### config.mk
export PLATFORM = sky130hd
export DESIGN_NAME = costas_loop_filter_flat
export DESIGN_NICKNAME = d
export VERILOG_FILES = /design/src/rtl/costas_pkg.sv /design/src/rtl/costas_loop_filter_if.sv /design/src/rtl/costas_lock_detect.sv /design/src/rtl/costas_loop_filter.sv /design/src/flat_wrapper.sv
export SDC_FILE = /design/constraint.sdc
export NUM_CORES = 1
export LEC_CHECK = 0
export BUFFER_PORTS_ARGS = -buffer_cell sky130_fd_sc_hd__clkbuf_2
export CORE_AREA = 4 4 122 124
export CTS_BUF_LIST = sky130_fd_sc_hd__clkbuf_8
export DETAILED_ROUTE_END_ITERATION = 7
export DIE_AREA = 0 0 126 128
export SLEW_MARGIN = 20
export SYNTH_ARGS = -nofsm -noshare
export SYNTH_HDL_FRONTEND = slang
export SYNTH_HIERARCHICAL = 1
export SYNTH_SLANG_ARGS = --single-unit
### constraint.sdc
create_clock -name sys_clk -period 4.4 [get_ports sys_clk]
set_input_delay 0 -clock sys_clk [delete_from_list [all_inputs] [get_ports sys_clk]]
set_output_delay 0 -clock sys_clk [all_outputs]
set_load 0.01 [all_outputs]
### src/rtl/costas_pkg.sv
// rtl/costas_pkg.sv - shared types, widths and saturation helper for the Costas loop filter
//
// Contents:
//   ACC_W              default integrator / correction width
//   FCW_CENTER         default nominal carrier frequency word (fc/fs * 2^32)
//   lock_state_t       carrier lock FSM states
//   sat_clamp()        clamps a signed ACC_W+1 bit sum to +/-lim, returning ACC_W bits

package costas_pkg;

  localparam int ACC_W = 32;
  localparam logic [ACC_W-1:0] FCW_CENTER = 32'h4000_0000;

  typedef enum logic {
    UNLOCKED = 1'b0,
    LOCKED   = 1'b1
  } lock_state_t;

  // The sum carries one guard bit, so comparing against the limit is exact
  // even when both addends sit at the extremes of ACC_W.
  function automatic logic signed [ACC_W-1:0] sat_clamp(
    input logic signed [ACC_W:0]   x,
    input logic        [ACC_W-1:0] lim
  );
    logic signed [ACC_W:0] hi;
    logic signed [ACC_W:0] lo;
    hi = $signed({1'b0, lim});
    lo = -hi;
    if (x > hi) begin
      sat_clamp = hi[ACC_W-1:0];
    end else if (x < lo) begin
      sat_clamp = lo[ACC_W-1:0];
    end else begin
      sat_clamp = x[ACC_W-1:0];
    end
  endfunction

endpackage

### src/rtl/costas_loop_filter_if.sv
// rtl/costas_loop_filter_if.sv - phase-error in / frequency-word out bundle of the Costas loop filter
//
// Signals:
//   err_valid    phase detector strobe, phase_error valid this cycle
//   phase_error  signed 16-bit phase error
//   loop_clr     synchronous clear of the integrator and pipeline
//   freq_word    NCO frequency control word
//   fcw_valid    one-cycle strobe, freq_word updated this cycle
//   locked       carrier lock indicator
// Modports:
//   master  phase detector / control side (drives err_valid, phase_error, loop_clr)
//   slave   loop filter side (drives freq_word, fcw_valid, locked)

interface costas_loop_filter_if #(
  parameter int ACC_W = costas_pkg::ACC_W
);

  logic               err_valid;
  logic signed [15:0] phase_error;
  logic               loop_clr;
  logic [ACC_W-1:0]   freq_word;
  logic               fcw_valid;
  logic               locked;

  modport master (
    output err_valid,
    output phase_error,
    output loop_clr,
    input  freq_word,
    input  fcw_valid,
    input  locked
  );

  modport slave (
    input  err_valid,
    input  phase_error,
    input  loop_clr,
    output freq_word,
    output fcw_valid,
    output locked
  );

endinterface

### src/rtl/costas_lock_detect.sv
// rtl/costas_lock_detect.sv - carrier lock detector, two-state FSM with consecutive-sample counter
//
// Ports:
//   clk          system clock
//   rst          asynchronous active-high reset
//   err_valid    phase error strobe; the FSM only advances on strobes
//   phase_error  signed 16-bit phase error
//   clr          synchronous clear: counter to 0, FSM to UNLOCKED
//   locked       1 while the FSM is in LOCKED
//
// In UNLOCKED the counter tracks consecutive in-band samples (|err| < LOCK_THRESH);
// in LOCKED it tracks consecutive out-of-band samples. LOCK_CNT of them flips the state.

module costas_lock_detect
  import costas_pkg::*;
#(
  parameter logic [15:0] LOCK_THRESH = 16'd2048,
  parameter int          LOCK_CNT    = 64
) (
  input  logic               clk,
  input  logic               rst,
  input  logic               err_valid,
  input  logic signed [15:0] phase_error,
  input  logic               clr,
  output logic               locked
);

  localparam int CNT_W = $clog2(LOCK_CNT + 1);
  localparam logic [CNT_W-1:0] CNT_LAST = CNT_W'(LOCK_CNT - 1);

  lock_state_t      state, state_next;
  logic [CNT_W-1:0] cnt, cnt_next;
  logic [15:0]      mag;
  logic             in_band;
  logic             qualify;

  // |-32768| does not fit in 16 bits; it is folded onto the largest positive value.
  always_comb begin
    mag = phase_error;
    if (phase_error == 16'sh8000) begin
      mag = 16'h7FFF;
    end else if (phase_error[15]) begin
      mag = 16'(-phase_error);
    end
    in_band = (mag < LOCK_THRESH);
    qualify = (state == UNLOCKED) ? in_band : !in_band;
  end

  always_ff @(posedge clk or posedge rst) begin
    if (rst) begin
      state <= UNLOCKED;
      cnt   <= '0;
    end else begin
      state <= state_next;
      cnt   <= cnt_next;
    end
  end

  // The count tops out at LOCK_CNT-1 and the next qualifying sample flips the
  // state instead of incrementing, so the counter can never wrap.
  always_comb begin
    state_next = state;
    cnt_next   = cnt;
    if (clr) begin
      state_next = UNLOCKED;
      cnt_next   = '0;
    end else if (err_valid) begin
      if (qualify) begin
        if (cnt >= CNT_LAST) begin
          state_next = (state == UNLOCKED) ? LOCKED : UNLOCKED;
          cnt_next   = '0;
        end else begin
          cnt_next = cnt + 1'b1;
        end
      end else begin
        cnt_next = '0;
      end
    end
  end

  assign locked = (state == LOCKED);

endmodule

### src/rtl/costas_loop_filter.sv
// rtl/costas_loop_filter.sv - PI loop filter turning Costas phase error into an NCO frequency word
//
// Ports:
//   sys_clk   system clock
//   sys_rst   asynchronous active-high reset
//   bus       costas_loop_filter_if.slave:
//               err_valid / phase_error / loop_clr in, freq_word / fcw_valid / locked out
//
// Pipeline: stage 1 registers the proportional term and updates the saturating
// integrator; stage 2 adds them, clamps the correction and offsets it from
// FCW_CENTER. err_valid in cycle n gives fcw_valid in cycle n+2, one result per cycle.
//
// Optional feature: define COSTAS_LOCK_DETECT_EN to build the lock detector;
// otherwise locked is tied to 0.

module costas_loop_filter #(
  parameter int                 KP_SHIFT    = 12,
  parameter int                 KI_SHIFT    = 4,
  parameter int                 ACC_W       = costas_pkg::ACC_W,
  parameter logic [ACC_W-1:0]   INT_LIMIT   = 32'h0100_0000,
  parameter logic [ACC_W-1:0]   CORR_LIMIT  = 32'h0200_0000,
  parameter logic [ACC_W-1:0]   FCW_CENTER  = costas_pkg::FCW_CENTER,
  parameter logic [15:0]        LOCK_THRESH = 16'd2048,
  parameter int                 LOCK_CNT    = 64
) (
  input  logic                 sys_clk,
  input  logic                 sys_rst,
  costas_loop_filter_if.slave  bus
);

  logic signed [ACC_W-1:0] err_ext;
  logic signed [ACC_W-1:0] p_term;
  logic signed [ACC_W-1:0] i_term;
  logic signed [ACC_W:0]   integ_sum;
  logic signed [ACC_W-1:0] integ_next;
  logic signed [ACC_W:0]   corr_sum;
  logic signed [ACC_W-1:0] corr;

  logic signed [ACC_W-1:0] p_reg;
  logic signed [ACC_W-1:0] integ;
  logic                    v1;
  logic [ACC_W-1:0]        freq_word_q;
  logic                    fcw_valid_q;

  // Both gains are shifts of the sign-extended error; with ACC_W=32 the largest
  // proportional term (2^15 << 12) still fits, so only the sums need a guard bit.
  always_comb begin
    err_ext    = {{(ACC_W-16){bus.phase_error[15]}}, bus.phase_error};
    p_term     = err_ext <<< KP_SHIFT;
    i_term     = err_ext <<< KI_SHIFT;
    integ_sum  = {integ[ACC_W-1], integ} + {i_term[ACC_W-1], i_term};
    integ_next = costas_pkg::sat_clamp(integ_sum, INT_LIMIT);
    // Stage 2 reads the integrator register, which already holds the value
    // updated by the same sample whose proportional term sits in p_reg.
    corr_sum   = {p_reg[ACC_W-1], p_reg} + {integ[ACC_W-1], integ};
    corr       = costas_pkg::sat_clamp(corr_sum, CORR_LIMIT);
  end

  always_ff @(posedge sys_clk or posedge sys_rst) begin
    if (sys_rst) begin
      p_reg       <= '0;
      integ       <= '0;
      v1          <= 1'b0;
      freq_word_q <= FCW_CENTER;
      fcw_valid_q <= 1'b0;
    end else if (bus.loop_clr) begin
      // Re-acquisition: drop any in-flight or coincident sample and hand the
      // NCO its nominal word straight away.
      p_reg       <= '0;
      integ       <= '0;
      v1          <= 1'b0;
      freq_word_q <= FCW_CENTER;
      fcw_valid_q <= 1'b1;
    end else begin
      v1          <= bus.err_valid;
      fcw_valid_q <= v1;
      if (bus.err_valid) begin
        p_reg <= p_term;
        integ <= integ_next;
      end
      // Modulo-2^ACC_W add: the NCO phase accumulator wraps the same way.
      if (v1) begin
        freq_word_q <= FCW_CENTER + $unsigned(corr);
      end
    end
  end

  assign bus.freq_word = freq_word_q;
  assign bus.fcw_valid = fcw_valid_q;

`ifdef COSTAS_LOCK_DETECT_EN
  logic lock_q;

  costas_lock_detect #(
    .LOCK_THRESH (LOCK_THRESH),
    .LOCK_CNT    (LOCK_CNT)
  ) u_lock_detect (
    .clk         (sys_clk),
    .rst         (sys_rst),
    .err_valid   (bus.err_valid),
    .phase_error (bus.phase_error),
    .clr         (bus.loop_clr),
    .locked      (lock_q)
  );

  assign bus.locked = lock_q;
`else
  // Lock configuration is kept on the parameter list so both builds share one
  // instantiation template; without the detector it has no effect.
  logic unused_lock_cfg;
  assign unused_lock_cfg = ^{LOCK_THRESH, LOCK_CNT[0]};
  assign bus.locked = 1'b0;
`endif

endmodule

### src/flat_wrapper.sv
// flat-port wrapper written by rule: the top's interface ports become plain ports
module costas_loop_filter_flat 
#(
  parameter int                 KP_SHIFT    = 12,
  parameter int                 KI_SHIFT    = 4,
  parameter int                 ACC_W       = costas_pkg::ACC_W,
  parameter logic [ACC_W-1:0]   INT_LIMIT   = 32'h0100_0000,
  parameter logic [ACC_W-1:0]   CORR_LIMIT  = 32'h0200_0000,
  parameter logic [ACC_W-1:0]   FCW_CENTER  = costas_pkg::FCW_CENTER,
  parameter logic [15:0]        LOCK_THRESH = 16'd2048,
  parameter int                 LOCK_CNT    = 64
)
  (sys_clk, sys_rst, bus_err_valid, bus_phase_error, bus_loop_clr, bus_freq_word, bus_fcw_valid, bus_locked);
  costas_loop_filter_if #(.ACC_W(ACC_W)) bus_i ();
  input  logic sys_clk;
  input  logic sys_rst;
  input wire logic [$bits(bus_i.err_valid)-1:0] bus_err_valid;
  input wire logic [$bits(bus_i.phase_error)-1:0] bus_phase_error;
  input wire logic [$bits(bus_i.loop_clr)-1:0] bus_loop_clr;
  output wire logic [$bits(bus_i.freq_word)-1:0] bus_freq_word;
  output wire logic [$bits(bus_i.fcw_valid)-1:0] bus_fcw_valid;
  output wire logic [$bits(bus_i.locked)-1:0] bus_locked;
  assign bus_i.err_valid = bus_err_valid;
  assign bus_i.phase_error = bus_phase_error;
  assign bus_i.loop_clr = bus_loop_clr;
  assign bus_freq_word = bus_i.freq_word;
  assign bus_fcw_valid = bus_i.fcw_valid;
  assign bus_locked = bus_i.locked;
  costas_loop_filter #(.KP_SHIFT(KP_SHIFT), .KI_SHIFT(KI_SHIFT), .ACC_W(ACC_W), .INT_LIMIT(INT_LIMIT), .CORR_LIMIT(CORR_LIMIT), .FCW_CENTER(FCW_CENTER), .LOCK_THRESH(LOCK_THRESH), .LOCK_CNT(LOCK_CNT)) u_core (.sys_clk(sys_clk), .sys_rst(sys_rst), .bus(bus_i));
endmodule
==> reports/metrics.yaml, run 1 <==
status: "completed"
cpLargestDelayFamily: "simple AND/OR/NAND/NOR gates"
place_hpwl_um: 14000
startpoint_type: "flop"
clk_path_buf_depth: 2
rsz0062_at_grt: "no"
dr.pass1.iters: 5
synth_ff_type: "dfrtp_1"
detail_route.wl_per_cell_um: 18.9
grt_overflow: 0
cts_resized: 0
largest_reg_flops: 29
synthMuxAreaShare: 0.0280
async_flop_share: 1.00
via_per_inst: 6.09
grt_use_total: 0.223
worstSetupPathType: "reg2reg"
syn_avg_cell_area_um2: 8.53
slowest_stage: "and4b_1"
syn_to_final_growth_pct: 11.4
crit_chain: "ha_1 > inv_1 > fa_1 > nor2b_1 > o2111ai_1 > a2111oi_0 > o2bb2ai_1 > xnor2_1 > and4b_1 > nand3_1 > o21ai_1"
fp.coreArea_um2: 13800
min_path_type: "in2reg"
path_clk_slew_ns: 0.08
worstSetupPathDepth: 11
leakage_nw: 3.07
antenna_found_initial: 0
dieArea_um2: 16100
powerDensity_nw_per_um2: 262
synth_edf_count: 0
grt_max_degree: 44
ioPinCount: 54
worstMarginPinSlew_ns: 1.04
cts_root_buffer: "clkbuf_8"
yosysSeqAreaShare: 0.309
end_kind: "flop"
diodes: 0
nets: 823
path_buf_inv: 1
synthSimpleGateAreaFrac: 0.187
slowest_delay_ns: 0.84
cp.required_ns: 4.69
die_y_um: 128
clkSinkCount: 75
finalMaxSlewViolations: 0
syn_inst: 712
portBuffers: 52
skew_ns: 0.0139
drive_gt1_frac: 0.119
synth-seq-cells: 75
num_vias: 5716
gp_congestion: 0.950
start_util: 0.441
synth_xor_area_frac: 0.0476
netlist-cell-type-count: 76
final_cell_mix: "dfrtp_1 (74), nand2_1 (65), nor2_1 (58), clkbuf_2 (52), a21oi_1 (49)"
yosysWarnings: 6
synth_nets: 782
nFillCells: 1389
mostFrequentLayoutCell: "dfrtp_1"
maxSlewHeadroom: 0.305
drt-initial-drc-count: 448
finalWorstPathRequiredPeriod_ns: 3.86
grt_pass1_wl_um: 29400
hold-path-cell-count: 3
syn_area_um2: 6070
synth_top_family_by_area: "compound AO/OA/AOI/OAI gates"
synth-compound-area-share: 0.274
cts.htree.levels: 3
drcViolationCount: 0
drtAntennaViolNets: 0
fin_setup_tns_ns: 0
hold_viol_final: 0
grt_pass1_vias: 5686
cts_tree: "done"
clkLatencyLatePin_ns: 0.36
totalWireLength_um: 17700
numCtsBuffers: 9
reg2regPathDepth: 11
max_freq_ghz: 0.259
cap_violations: 0
die_w_um: 126
path_max_fanout: 21
setup_viol: 0
final.period_utilization: 0.877
synth-adder-area-share: 0.105
arrival_ns: 4.14
ir_drop_v: 0.000150
rows: 43
utilization: 0.491
[worst min-delay path: cells and delay by family]
| kind | cells | cell delay [ns] |
|---|---|---|
| mux | 1 | 0.16 |
| buf+inv | 1 | 0.14 |
| simple gates | 1 | 0.07 |
[report_power, final]
group / total, W / internal (W) / switching [W]
Sequential: 0.000732 / 0.000711 / 0.0000211
Clock: 0.000603 / 0.000336 / 0.000267
Combinational: 0.000439 / 0.000151 / 0.000288
Total: 0.00177 / 0.00120 / 0.000576
[kinds of logic (layout without fill, tap and decap cells)]
| logic type | count (synthesis) | in the layout |
|---|---|---|
| compound gates | 238 | 238 |
| xor+xnor | 33 | 33 |
| fa+ha+maj | 50 | 50 |
| buf+inv | 64 | 110 |
| flops | 75 | 75 |
| mux | 17 | 17 |
| other cells | 1 | 1 |
| simple gates | 234 | 234 |
[stage by stage]
stage	hold slack, ns	instance area (um2)	std cells	setup WS (ns)	total power (W)
CTS	0.0363	6770	938	0.667	0.00178
finish	0.0603	6770	938	0.543	0.00177
floorplan	0.157	6070	712	1.26	0.00106
detailed placement	0.121	6390	907	0.688	0.00117
global placement	0.101	6390	907	0.846	0.00116
global route	0.0722	6770	938	0.382	0.00187
[cell type report]
type,count,area (um2),area share
sequential,75,1880,0.278
multi-input combinational,573,3910,0.578
inverter,23,86.3,0.0128
clock buffer,10,138,0.0203
timing repair buffer,71,440,0.0651
tap,180,225,0.0333
clock inverter,6,87.6,0.0129
[synth_stat cells (all sizes together), types with 5 or more instances]
| cell type | count | area share |
|---|---|---|
| dfrtp | 74 | 0.30 |
| inv | 23 | 0.014 |
| or3 | 8 | 0.0082 |
| buf | 12 | 0.016 |
| and2 | 8 | 0.0082 |
| a31oi | 6 | 0.0072 |
| xor2 | 10 | 0.014 |
| nor2b | 5 | 0.0052 |
| nor2 | 59 | 0.036 |
| o211ai | 11 | 0.014 |
| a211oi | 8 | 0.0099 |
| clkbuf | 29 | 0.018 |
| o21ai | 59 | 0.049 |
| o21a | 11 | 0.014 |
| a311oi | 5 | 0.0072 |
| a32oi | 20 | 0.029 |
| ha | 48 | 0.099 |
| mux2i | 17 | 0.028 |
| nor3 | 10 | 0.0091 |
| nor4 | 11 | 0.012 |
| nand4 | 15 | 0.015 |
| a21oi | 51 | 0.043 |
| nand3 | 35 | 0.029 |
| xnor2 | 23 | 0.033 |
| a21o | 18 | 0.023 |
| nand2 | 65 | 0.040 |
| a22o | 13 | 0.019 |
[worst paths after layout]
check / slack, ns / to / from
hold / removal: 0.06 / u_core/p_reg[24] / bus_phase_error[12]
hold reg to reg: 0.48 / u_core/bus.freq_word[28] / u_core/bus.freq_word[28]
max in group asynchronous: 3.13 / u_core/p_reg[25] / sys_rst
setup reg to reg: 0.54 / u_core/integ[16] / u_core/integ[4]
min in group asynchronous: 0.26 / u_core/p_reg[13] / sys_rst
setup / recovery: 0.54 / u_core/integ[16] / u_core/integ[4]
[metal layers]
metal  share of wire  vias to the layer above  global-route usage
met5               0                        -                   0
met4           0.014                        0              0.0700
met3           0.062                       18              0.0350
met2            0.46                      174               0.359
met1            0.46                     2768               0.310
li1                -                     2756                   -
[repair_timing]
item                      in CTS  in global routing
hold buffers                  15                  0
setup buffers                  0                  0
hold endpoints to repair      45                  0
Power figures use the tool's default switching activity.
==> run 2, diff against run 1 <==
Settings changed: CORE_AREA 4 4 122 124 to 4 4 128 130, DIE_AREA 0 0 126 128 to 0 0 132 134, SYNTH_HIERARCHICAL 1 to not set.
==> run 2 against run 1 <==
First-iteration DRC count up 20%; largest cell class unchanged; critical endpoint is now u_core.integ[23]; highest routed layer unchanged; largest power group unchanged; synthesized cell count rose by 12%; critical path type unchanged; fmax increased by 2.4%; clock skew barely moved; register-to-register slack better by 0.09 ns.
==> reports/metrics.yaml, run 2 <==
worstMarginPinSlew_ns: 0.809  # was 1.04 ns
drt-initial-drc-count: 537  # was 448
syn_avg_cell_area_um2: 8.44  # was 8.53 um2
syn_to_final_growth_pct: 10.6  # was 11.4%
powerDensity_nw_per_um2: 260  # was 262 nW/um2
syn_area_um2: 6710  # was 6070 um2
via_per_inst: 6.17  # was 6.09
rows: 45  # was 43
clkLatencyLatePin_ns: 0.38  # was 0.36 ns
topRoutingLayerUsed: "met4"  # unchanged
fin_setup_tns_ns: 0  # unchanged
dr.pass1.iters: 5  # unchanged
final_area_um2: 7420  # was 6770 um2
fp.coreArea_um2: 15100  # was 13800 um2
clk_path_buf_depth: 2  # unchanged
grt_use_total: 0.230  # was 0.223
routed-wl-met3_um: 1010  # was 1110 um
yosysTopAreaCell: "dfrtp_1"  # unchanged
nets: 909  # was 823
portBuffers: 52  # unchanged
detail_route.wl_per_cell_um: 19.7  # was 18.9 um
ioPinCount: 54  # unchanged
placed_area_um2: 7050  # was 6390 um2
totalWireLength_um: 20300  # was 17700 um
max_freq_ghz: 0.266  # was 0.259 GHz
synth_nets: 865  # was 782
syn_inst: 795  # was 712
numCtsBuffers: 9  # unchanged
drtAntennaViolNets: 0  # unchanged
final_cell_mix: "nand2_1 (80), dfrtp_1 (74), nor2_1 (56), clkbuf_2 (52), ha_1 (48)"  # was dfrtp_1 (74), nand2_1 (65), nor2_1 (58), clkbuf_2 (52), a21oi_1 (49)
end_kind: "flop"  # unchanged
utilization: 0.490  # was 0.491
num_vias: 6368  # was 5716
hold_viol_final: 0  # unchanged
min_path_type: "in2reg"  # unchanged
drive_gt1_frac: 0.145  # was 0.119
die_y_um: 134  # was 128 um
start_util: 0.443  # was 0.441
wl_met1_um: 9720  # was 8240 um
path_clk_slew_ns: 0.09  # was 0.08 ns
yosys-top-cells-count: "nand2_1 (80), dfrtp_1 (74), nor2_1 (56), ha_1 (48), inv_1 (48)"  # was dfrtp_1 (74), nand2_1 (65), nor2_1 (59), a21oi_1 (49), ha_1 (48)
synthTopCellsByArea: "dfrtp_1 (28%), ha_1 (9.0%), nand2_1 (4.5%), a21oi_1 (3.3%), a21o_1 (3.2%)"  # was dfrtp_1 (30%), ha_1 (9.9%), a21oi_1 (4.0%), nand2_1 (4.0%), nor2_1 (3.6%)
maxSlewHeadroom: 0.457  # was 0.305
cts_tree: "done"  # unchanged
yosysMostFrequentCell: "nand2_1"  # was dfrtp_1
mostFrequentLayoutCell: "nand2_1"  # was dfrtp_1
grt_pass1_vias: 6134  # was 5686
grt_max_degree: 47  # was 44
synth_edf_count: 0  # unchanged
finalMaxSlewViolations: 0  # unchanged
leakage_nw: 3.50  # was 3.07 nW
cap_violations: 0  # unchanged
cts_root_buffer: "clkbuf_8"  # unchanged
place_hpwl_um: 15600  # was 14000 um
cts.htree.levels: 3  # unchanged
netlist-cell-type-count: 90  # was 76
yosys.area.top_type_share: 0.276  # was 0.305
final.period_utilization: 0.856  # was 0.877
arrival_ns: 4.06  # was 4.14 ns
clkSinkCount: 75  # unchanged
gp_congestion: 0.898  # was 0.950
grt_pass1_wl_um: 32900  # was 29400 um
diodes: 0  # unchanged
synth_ff_type: "dfrtp_1"  # unchanged
finalWorstPathRequiredPeriod_ns: 3.77  # was 3.86 ns
yosysWarnings: 0  # was 6
startpoint_type: "flop"  # unchanged
path_max_fanout: 20  # was 21
drcViolationCount: 0  # unchanged
setup_viol: 0  # unchanged
worstSetupPathType: "reg2reg"  # unchanged
antenna_found_initial: 0  # unchanged
largest_reg_flops: 29  # unchanged
post-cts-setup-buffer-count: 0  # unchanged
rsz0062_at_grt: "no"  # unchanged
wl_met2_um: 9150  # was 8130 um
yosysSeqAreaShare: 0.280  # was 0.309
cp.required_ns: 4.70  # was 4.69 ns
status: "completed"  # unchanged
die_w_um: 132  # was 126 um
grt_overflow: 0  # unchanged
dieArea_um2: 17700  # was 16100 um2
ir_drop_v: 0.000121  # was 0.000150 V
synth-seq-cells: 75  # unchanged
async_flop_share: 1.00  # unchanged
skew_ns: 0.0140  # was 0.0139 ns
-- run 2: cell type report --
cell class / instances / area (um2)
clock inverters: 6 / 71.3
fillers: 1506 / 7730
clock buffers: 10 / 138
well taps: 188 / 235
multi-input cells: 627 / 4420
repair buffers: 77 / 488
inverters: 49 / 184
flip-flops and latches: 75 / 1880
-- run 2: worst paths after layout --
check,startpoint,to,slack [ns],cells after the start
hold / removal,bus_loop_clr,u_core.v1,0.05,2
setup reg to reg,u_core.integ[4],u_core.integ[23],0.63,13
min in group asynchronous,sys_rst,u_core.bus.freq_word[10],0.22,3
setup / recovery,u_core.integ[4],u_core.integ[23],0.63,13
hold reg to reg,u_core.bus.freq_word[21],u_core.bus.freq_word[21],0.49,2
max in group asynchronous,sys_rst,u_core.v1,3.11,4
-- run 2: repair_timing --
action,4_1_cts,5_1_grt
endpoints found under the hold margin,43,0
hold buffers,16,0
resized for setup,0,0
-- run 2: layer usage --
layer  track usage  vias up
li1              -     3050
met1         0.328     3103
met2         0.362      186
met3        0.0285       29
met4        0.0758        0
met5             0        -
-- run 2: metrics by stage --
step | instances | setup slack, ns | total power [W] | hold slack, ns
after detailed placement | 1000 | 0.765 | 0.00134 | 0.0992
final | 1032 | 0.635 | 0.00193 | 0.0460
after floorplan | 795 | 1.22 | 0.00119 | 0.0952
after global routing | 1032 | 0.529 | 0.00202 | 0.0235
after global placement | 1000 | 0.671 | 0.00133 | 0.0917
after CTS | 1032 | 0.743 | 0.00192 | 0.0138
-- run 2: cell families (layout without fill, tap and decap cells) --
| kind of cell | count (synthesis) | in the layout | share of synthesized area |
|---|---|---|---|
| XOR/XNOR | 28 | 28 | 0.0366 |
| other | 1 | 1 | 0.000559 |
| adder cells (fa/ha/maj) | 50 | 50 | 0.0955 |
| AND/OR/NAND/NOR | 282 | 282 | 0.218 |
| AO/OA/AOI/OAI | 247 | 247 | 0.277 |
| multiplexers | 19 | 19 | 0.0287 |
| buffers and inverters | 93 | 142 | 0.0640 |
| flip-flops | 75 | 75 | 0.280 |
-- run 2: power breakdown --
| group | internal, W | total, W | switching, W |
|---|---|---|---|
| sequential | 0.000716 | 0.000742 | 0.0000262 |
| clock | 0.000282 | 0.000579 | 0.000297 |
| combinational | 0.000215 | 0.000606 | 0.000391 |
| total | 0.00121 | 0.00193 | 0.000714 |
-- run 2: critical path: stages (launching register included) --
cell and delay (ns):
dfrtp_1 0.41, ha_1 0.21, inv_1 0.06, fa_1 0.44, nor2b_4 0.17, o31a_1 0.24, a21oi_4 0.11, a211oi_1 0.72
o31ai_1 0.21, a222oi_1 0.33, and4_1 0.30, o211ai_1 0.11, buf_4 0.25, o21ai_1 0.14
==> run 3, diff against run 2 <==
Settings changed: BUFFER_PORTS_ARGS -buffer_cell sky130_fd_sc_hd__clkbuf_2 to -buffer_cell sky130_fd_sc_hd__buf_4.
==> run 3 against run 2 <==
Die area stayed put; cell area up 0.94%; combinational power increased by 0.7%; sequential cell count unchanged; core utilization rose by 0.46 points; sequential power about the same; critical path depth unchanged; largest cell class unchanged; largest power group unchanged.
==> reports/metrics.yaml, run 3 (synthesis gave the netlist of run 2 again) <==
status: "completed"  # unchanged
hold_viol_final: 0  # unchanged
busiest_layer: "met2"  # unchanged
gp_congestion: 0.923  # was 0.898
place_hpwl_um: 15600  # about the same
die_y_um: 134  # unchanged
cts_resized: 0  # unchanged
worstSetupPathType: "reg2reg"  # unchanged
mostFrequentLayoutCell: "nand2_1"  # unchanged
powerDensity_nw_per_um2: 246  # was 260 nW/um2
clkSinkCount: 75  # unchanged
hold_end: "u_core.p_reg[20]"  # was u_core.v1
drcViolationCount: 0  # unchanged
largest_reg_flops: 29  # unchanged
setup_viol: 0  # unchanged
startpoint_type: "flop"  # unchanged
drive_gt1_frac: 0.140  # was 0.145
end_kind: "flop"  # unchanged
p_total_w: 0.00184  # was 0.00193 W
detail_route.wl_per_cell_um: 19.6  # was 19.7 um
min_path_type: "in2reg"  # unchanged
rsz0062_at_grt: "no"  # unchanged
portBuffers: 52  # unchanged
maxSlewHeadroom: 0.477  # was 0.457
utilization: 0.494  # was 0.490
num_vias: 6427  # was 6368
grt_max_degree: 53  # was 47
grt_pass1_vias: 6263  # was 6134
antenna_found_initial: 0  # unchanged
die_w_um: 132  # unchanged
final_cell_mix: "nand2_1 (80), dfrtp_1 (74), buf_4 (57), nor2_1 (55)"  # was nand2_1 (80), dfrtp_1 (74), nor2_1 (56), clkbuf_2 (52), ha_1 (48)
r2r_start: "u_core.integ[4]"  # unchanged
clkLatencyLatePin_ns: 0.36  # was 0.38 ns
finalWorstPathRequiredPeriod_ns: 3.71  # was 3.77 ns
cp.required_ns: 4.69  # was 4.70 ns
worstMarginPinSlew_ns: 0.783  # was 0.809 ns
totalWireLength_um: 20100  # was 20300 um
final.period_utilization: 0.842  # was 0.856
worst-r2r-setup-slack_ns: 0.69  # was 0.63 ns
rows: 45  # unchanged
use_met2: 0.352  # was 0.362
final_area_um2: 7490  # was 7420 um2
dr.pass1.iters: 5  # unchanged
clk_path_buf_depth: 2  # unchanged
skew_ns: 0.0212  # was 0.0140 ns
via_per_inst: 6.25  # was 6.17
drt-initial-drc-count: 411  # was 537
r2r_end: "u_core.integ[5]"  # was u_core.integ[23]
cts.htree.levels: 3  # unchanged
numCtsBuffers: 9  # unchanged
cts_tree: "done"  # unchanged
diodes: 0  # unchanged
syn_to_final_growth_pct: 11.6  # was 10.6%
worstHoldStart: "bus_loop_clr"  # unchanged
start_util: 0.443  # unchanged
met1_usage: 0.317  # was 0.328
placed_area_um2: 7150  # was 7050 um2
grt_pass1_wl_um: 32800  # was 32900 um
ir_drop_v: 0.000114  # was 0.000121 V
ioPinCount: 54  # unchanged
nFillCells: 1482  # was 1506
fp.coreArea_um2: 15100  # unchanged
drtAntennaViolNets: 0  # unchanged
path_max_fanout: 20  # unchanged
hold-path-cell-count: 2  # unchanged
arrival_ns: 3.99  # was 4.06 ns
grt_overflow: 0  # unchanged
nets: 905  # was 909
grt_use_total: 0.226  # was 0.230
cts_root_buffer: "clkbuf_8"  # unchanged
fin_setup_tns_ns: 0  # unchanged
finalMaxSlewViolations: 0  # unchanged
max_freq_ghz: 0.270  # was 0.266 GHz
grt_util_met3: 0.0386  # was 0.0285
leakage_nw: 3.50  # about the same
path_clk_slew_ns: 0.09  # about the same
cap_violations: 0  # unchanged
dieArea_um2: 17700  # unchanged
reg2regPathDepth: 13  # unchanged
run 3: cell types whose count changed in the layout (fill, tap and decap cells not counted):
cell / before / now
clkinvlp_4: 2 / 3
nor2_1: 56 / 55
inv_1: 47 / 48
bufinv_16: 1 / 0
buf_4: 9 / 57
clkbuf_8: 10 / 9
nor2_2: 0 / 1
clkbuf_2: 52 / 0
run 3: layout make-up:
| class | count | area (um2) | area share |
|---|---|---|---|
| Sequential cell | 75 | 1880 | 0.251 |
| Tap cell | 188 | 235 | 0.0314 |
| Multi-Input combinational cell | 627 | 4420 | 0.591 |
| Clock inverter | 7 | 52.6 | 0.00702 |
| Timing Repair Buffer | 73 | 588 | 0.0786 |
| Inverter | 49 | 184 | 0.0246 |
| Clock buffer | 9 | 124 | 0.0165 |
run 3: worst max path at each step:
| stage | startpoint | to | slack [ns] |
|---|---|---|---|
| 2_1_floorplan | u_core.integ[12] | u_core.bus.freq_word[10] | 1.22 |
| 3_3_place_gp | u_core.integ[12] | u_core.bus.freq_word[7] | 0.62 |
| 3_5_place_dp | u_core.integ[12] | u_core.bus.freq_word[23] | 0.73 |
| 4_1_cts | u_core.integ[12] | u_core.bus.freq_word[23] | 0.70 |
| 5_1_grt | u_core.integ[15] | u_core.bus.freq_word[24] | 0.49 |
| 6_report | u_core.integ[4] | u_core.integ[5] | 0.69 |
run 3: routing by layer:
layer / vias to the layer above / wire length (um)
met5: - / 0
met4: 0 / 493
met3: 39 / 1150
met2: 217 / 9010
met1: 3115 / 9480
li1: 3056 / -
run 3: timing repair:
action / CTS / global route
buffers inserted: 0 / 0
hold buffers: 16 / 0
hold endpoints to repair: 37 / 0
run 3: report_power, final:
group	switching (W)	total [W]	internal, W	leakage, nW
registers	0.0000255	0.000742	0.000716	1.02
logic	0.000388	0.000610	0.000222	2.39
clock network	0.000282	0.000489	0.000207	0.0837
total	0.000695	0.00184	0.00115	3.50
run 3: critical path, cell delays in order, from the launching register on:
cell and delay (ns):
dfrtp_1 0.40, ha_1 0.21, inv_1 0.06, fa_1 0.44, nor2b_4 0.19, o31a_1 0.24, a21oi_4 0.10, a211oi_1 0.63
o31ai_1 0.21, a222oi_1 0.34, and4_1 0.30, o211ai_1 0.10, buf_4 0.25, o21ai_1 0.15
run 3: per-stage QoR:
stage | worst slack, ns | hold WS, ns | cells
after global placement | 0.616 | 0.0570 | 996
after detailed placement | 0.728 | 0.0624 | 996
after CTS | 0.702 | 0.0262 | 1028
after global routing | 0.493 | 0.0520 | 1028
final | 0.694 | 0.0566 | 1028
after floorplan | 1.22 | 0.0952 | 795
